$ cat config.mk
export PLATFORM = sky130hd
export DESIGN_NAME = state_dump_reader
export DESIGN_NICKNAME = d
export VERILOG_FILES = /design/src/rtl/state_dump_reader.sv
export SDC_FILE = /design/constraint.sdc
export NUM_CORES = 1
export LEC_CHECK = 0
export ABC_AREA = 0
export CAP_MARGIN = 20
export CORE_UTILIZATION = 48
export CTS_BUF_LIST = sky130_fd_sc_hd__clkbuf_8
export DETAILED_ROUTE_END_ITERATION = 7
export PLACE_DENSITY = 0.87
export SLEW_MARGIN = 0
export SYNTH_ARGS = -nofsm -noshare
export SYNTH_HDL_FRONTEND = slang
export SYNTH_SLANG_ARGS = --single-unit
$ cat constraint.sdc
create_clock -name clk -period 2.7 [get_ports clk]
set_input_delay 0.54 -clock clk [delete_from_list [all_inputs] [get_ports clk]]
set_output_delay 0.54 -clock clk [all_outputs]
set_load 0.02 [all_outputs]
$ cat src/rtl/state_dump_reader.sv
// state_dump_reader: streams the register file, then a wrapping window of
// data memory, out over a valid/ready port tagged with source and index.
module state_dump_reader #(
  parameter int unsigned NUM_REGS   = 32,
  parameter int unsigned DMEM_WORDS = 1024,
  parameter int unsigned ADDR_W     = 10,
  parameter int unsigned DATA_W     = 32
) (
  input  logic                        clk,
  input  logic                        rst,
  input  logic                        start,
  input  logic                        abort,
  input  logic [ADDR_W-1:0]           dmem_base,
  input  logic [ADDR_W:0]             dmem_count,
  output logic [$clog2(NUM_REGS)-1:0] rf_raddr,
  input  logic [DATA_W-1:0]           rf_rdata,
  output logic [ADDR_W-1:0]           dmem_raddr,
  input  logic [DATA_W-1:0]           dmem_rdata,
  output logic                        out_valid,
  input  logic                        out_ready,
  output logic [DATA_W-1:0]           out_data,
  output logic                        out_tag,
  output logic [ADDR_W-1:0]           out_index,
  output logic                        busy,
  output logic                        done
);

  localparam int unsigned     RF_AW     = $clog2(NUM_REGS);
  localparam logic [ADDR_W:0] LAST_REG  = (ADDR_W+1)'(NUM_REGS - 1);
  localparam logic [ADDR_W:0] MAX_COUNT = (ADDR_W+1)'(DMEM_WORDS);
  localparam logic [ADDR_W:0] ONE       = (ADDR_W+1)'(1);

  typedef enum logic [1:0] {
    IDLE,
    REGS,
    MEM,
    DRAIN
  } state_e;

  state_e              state_q;
  logic [ADDR_W:0]     idx_q;
  logic [ADDR_W:0]     idx_d;
  logic [ADDR_W:0]     count_q;
  logic [ADDR_W-1:0]   base_q;
  logic                out_valid_q;
  logic                out_tag_q;
  logic                done_q;
  logic [DATA_W-1:0]   out_data_q;
  logic [ADDR_W-1:0]   out_index_q;
  logic                slot_free;
  logic [ADDR_W-1:0]   mem_addr;

  // Output slot may take a new word when empty or being emptied this edge.
  assign slot_free = !out_valid_q || out_ready;
  // Truncating add gives the wrap past the top of data memory.
  assign mem_addr  = base_q + idx_q[ADDR_W-1:0];
  assign idx_d     = idx_q + ONE;

  assign rf_raddr   = idx_q[RF_AW-1:0];
  assign dmem_raddr = mem_addr;
  assign out_valid  = out_valid_q;
  assign out_data   = out_data_q;
  assign out_tag    = out_tag_q;
  assign out_index  = out_index_q;
  assign busy       = (state_q != IDLE);
  assign done       = done_q;

  // Dump sequencer with registered output slot and done pulse.
  always_ff @(posedge clk or negedge rst) begin
    if (!rst) begin
      state_q     <= IDLE;
      idx_q       <= '0;
      count_q     <= '0;
      base_q      <= '0;
      out_valid_q <= 1'b0;
      out_tag_q   <= 1'b0;
      out_data_q  <= '0;
      out_index_q <= '0;
      done_q      <= 1'b0;
    end else begin
      done_q <= 1'b0;
      if (abort) begin
        state_q     <= IDLE;
        idx_q       <= '0;
        count_q     <= '0;
        base_q      <= '0;
        out_valid_q <= 1'b0;
      end else begin
        case (state_q)
          IDLE: begin
            if (start) begin
              base_q  <= dmem_base;
              count_q <= (dmem_count > MAX_COUNT) ? MAX_COUNT : dmem_count;
              idx_q   <= '0;
              state_q <= REGS;
            end
          end
          REGS: begin
            if (slot_free) begin
              out_valid_q <= 1'b1;
              out_data_q  <= rf_rdata;
              out_tag_q   <= 1'b0;
              out_index_q <= idx_q[ADDR_W-1:0];
              if (idx_q == LAST_REG) begin
                idx_q   <= '0;
                state_q <= (count_q == '0) ? DRAIN : MEM;
              end else begin
                idx_q <= idx_d;
              end
            end
          end
          MEM: begin
            if (slot_free) begin
              out_valid_q <= 1'b1;
              out_data_q  <= dmem_rdata;
              out_tag_q   <= 1'b1;
              out_index_q <= mem_addr;
              idx_q       <= idx_d;
              if (idx_q == count_q - ONE) begin
                state_q <= DRAIN;
              end
            end
          end
          DRAIN: begin
            if (out_valid_q && out_ready) begin
              out_valid_q <= 1'b0;
              done_q      <= 1'b1;
              state_q     <= IDLE;
            end
          end
          default: begin
            state_q     <= IDLE;
            out_valid_q <= 1'b0;
          end
        endcase
      end
    end
  end

endmodule
==> impl_metrics.toml <==
[outcome]
status = "finished with violations"
failed_checks = "negative setup slack"

[timing]
finalCritPeriodShare_pct = 108
tns_ps = -556
finalSetupViolCount = 4
max_slew_margin_pct = 34.3
fin_crit_ps = 2910
final-hold-violation-count = 0
final-max-slew-violation-count = 0
fin_ws_ps = -207
worst_pin_slew_ps = 985
max_freq_ghz = 0.344
rsz0062_at_grt = "yes"
finalClockSkew_ps = 9.38

[layout]
fin_nets = 753
final_cell_mix = "140 x clkdlybuf4s50_1, 78 x dfrtp_1, 65 x nand2_1"
syn2layout_area_growth_pct = 48.9
final_core_util_pct = 75.4
insertedDiodeCount = 0
drive_gt1_share_pct = 15.1
layout_commonest_cell = "clkdlybuf4s50_1"
n_fill_cell = 581

[worst_setup_path]
r2r_end = "state_q[0]$_DFFE_PN0P_"
crit_buf_inv = 2
rr_worst_depth = 10
crit_chain = "ha_2 > inv_2 > fa_2 > nor2b_2 > o21ai_2 > a21boi_2 > o21ai_2 > nor2b_2 > xnor2_2 > buf_6"
slowest_delay_ps = 360
end_kind = "output port"
slowest_stage = "dfrtp_1"
crit_type = "flop to output port"
critPathTopFamily = "adder cells"
cp.arrival_ps = 2370
reg2reg_from = "idx_q[0]$_DFFE_PN0P_"
critPathLaunchType = "flop"
rrSetupSlack_ps = 130
cp_max_fo = 2
required_ps = 2160

[die]
fp.dieH_um = 98.8
rows = 34
ioPinCount = 151
dieWidth_um = 98.8
core_um2 = 8890
start_util_pct = 50.6
die-area_um2 = 9770

[clock_tree]
clkLatencyLatePin_ps = 370
cts_htree_levels = 3
cts_num_sinks = 79
clk_pin_slew_ps = 80
numCtsBuffers = 9
cts.path.max_buffers = 2
cts-root-buf = "clkbuf_8"
cts_tree = "built"
cts_hold_buffers = 0

[global_route]
grt_usage_pct = 27.4
antenna_found_initial = 0
grt_max_degree = 80
grt.overflow.total = 0
grt_pass1_wl_mm = 20.9
grt_pass1_vias = 4354

[synthesis]
synth_warnings = 0
syn_area_um2 = 4500
ys_seq_elements = 79
syn_inst = 468
syn_nets = 575
ys.flop_type = "dfrtp_1"
synth_edf_count = 0
syn_avg_cell_area_um2 = 9.62
async_flop_share_pct = 100
yosysSeqAreaShare_pct = 43.9
ys_types = 55

[place]
dp_hpwl_mm = 9.18
placement.io_buffers = 150
place_congestion = 0.825

[route]
postRouteAntennaNets = 0
route.top_layer_used = "met4"
route.met3.wl_um = 950
drt-wirelength-per-cell_um = 17.1
wl_met2_mm = 6.72
drt_iter0_drc = 168
vias_per_cell = 5.57
dr.pass1.iters = 4
vias = 4229
routed_wl_mm = 13.0
wl_met1_mm = 5.14
drc = 0

[power_and_ir_drop]
max-vdd-ir-drop_mv = 0.417
p_per_area_nw_per_um2 = 810
leakage_uw = 0.00301

[hold_path]
hold_path.class = "primary input to asynchronous set/reset pin"

[job]
cap_violations = 0
==> what timing repair did <==
item / CTS / global route
gates resized for setup: 50 / 14
endpoints found under the setup margin: 9 / 9
setup buffers: 9 / 7
hold endpoints to repair: 0 / 0
pin swaps: 6 / 9
==> how the worst max path moves through the flow <==
stage | slack [ps] | endpoint | from | cells past startpoint
2_1_floorplan | 9 | dmem_raddr[8] | idx_q[0]$_DFFE_PN0P_ | 9
3_3_place_gp | -350 | dmem_raddr[8] | idx_q[0]$_DFFE_PN0P_ | 10
3_5_place_dp | -460 | dmem_raddr[6] | idx_q[0]$_DFFE_PN0P_ | 10
4_1_cts | -200 | dmem_raddr[9] | idx_q[0]$_DFFE_PN0P_ | 9
5_1_grt | -310 | dmem_raddr[8] | base_q[0]$_DFFE_PN0P_ | 10
6_report | -210 | dmem_raddr[6] | idx_q[0]$_DFFE_PN0P_ | 10
==> routing by layer <==
metal	GRT usage, %	vias up
met5	0	-
met2	50.7	166
met3	6.38	18
met4	8.84	0
li1	-	2032
met1	30.9	2013
==> cells by family after synthesis <==
kind of cell	Yosys count	synth area share, %
AO/OA/AOI/OAI	125	18.3
XOR/XNOR	21	4.09
adder cells (fa/ha/maj)	17	4.89
buffers and inverters	48	4.61
flip-flops	79	43.9
multiplexers	41	9.12
AND/OR/NAND/NOR	137	15.1
==> through the flow <==
step                setup WS (ps)  total power [µW]  instances  hold WS, ps  cell area [µm²]
finish                       -207              5430        759          327             6700
global route                 -311              5740        759          421             6700
CTS                          -198              5400        755          372             6630
detailed placement           -462              4370        730          471             6280
global placement             -351              4250        730          465             6280
floorplan                    8.56              3220        468          244             4500
==> sequential cells by signal (all words and copies together), names as in the netlist <==
signal,count
count_q,11
out_data,32
idx_q,11
done,1
state_q,2
out_valid,1
base_q,10
out_tag,1
out_index,10
==> power breakdown <==
part           switching [µW]  internal, µW  total [µW]  leakage [µW]
Clock                     453           571        1020      0.000117
Sequential                202          1500        1710       0.00104
Combinational            1470          1230        2700       0.00185
Total                    2120          3300        5430       0.00301
==> cells in the mapped netlist, drive strengths merged, types with 7 or more instances <==
| master | instances | share of area (%) |
|---|---|---|
| o21ai | 62 | 6.9 |
| inv | 14 | 1.2 |
| a22o | 21 | 4.1 |
| xor2 | 11 | 2.1 |
| a21oi | 14 | 1.6 |
| o31ai | 8 | 1.3 |
| clkbuf | 24 | 2.0 |
| mux2i | 41 | 9.1 |
| dfrtp | 79 | 44 |
| xnor2 | 10 | 1.9 |
| nand3 | 7 | 0.78 |
| buf | 10 | 1.4 |
| nor2 | 14 | 1.2 |
| and3 | 9 | 1.3 |
| nand2 | 65 | 5.4 |
| ha | 16 | 4.4 |
==> area by class of cell <==
| class | instances | area [µm²] | area share [%] |
|---|---|---|---|
| Clock inverter | 5 | 80.1 | 1.19 |
| Sequential cell | 79 | 1980 | 29.5 |
| Clock buffer | 11 | 151 | 2.26 |
| Timing Repair Buffer | 201 | 1890 | 28.3 |
| Tap cell | 108 | 135 | 2.02 |
| Inverter | 14 | 52.6 | 0.784 |
| Multi-Input combinational cell | 341 | 2410 | 36.0 |
No activity file was read; power rests on OpenSTA's default activity.
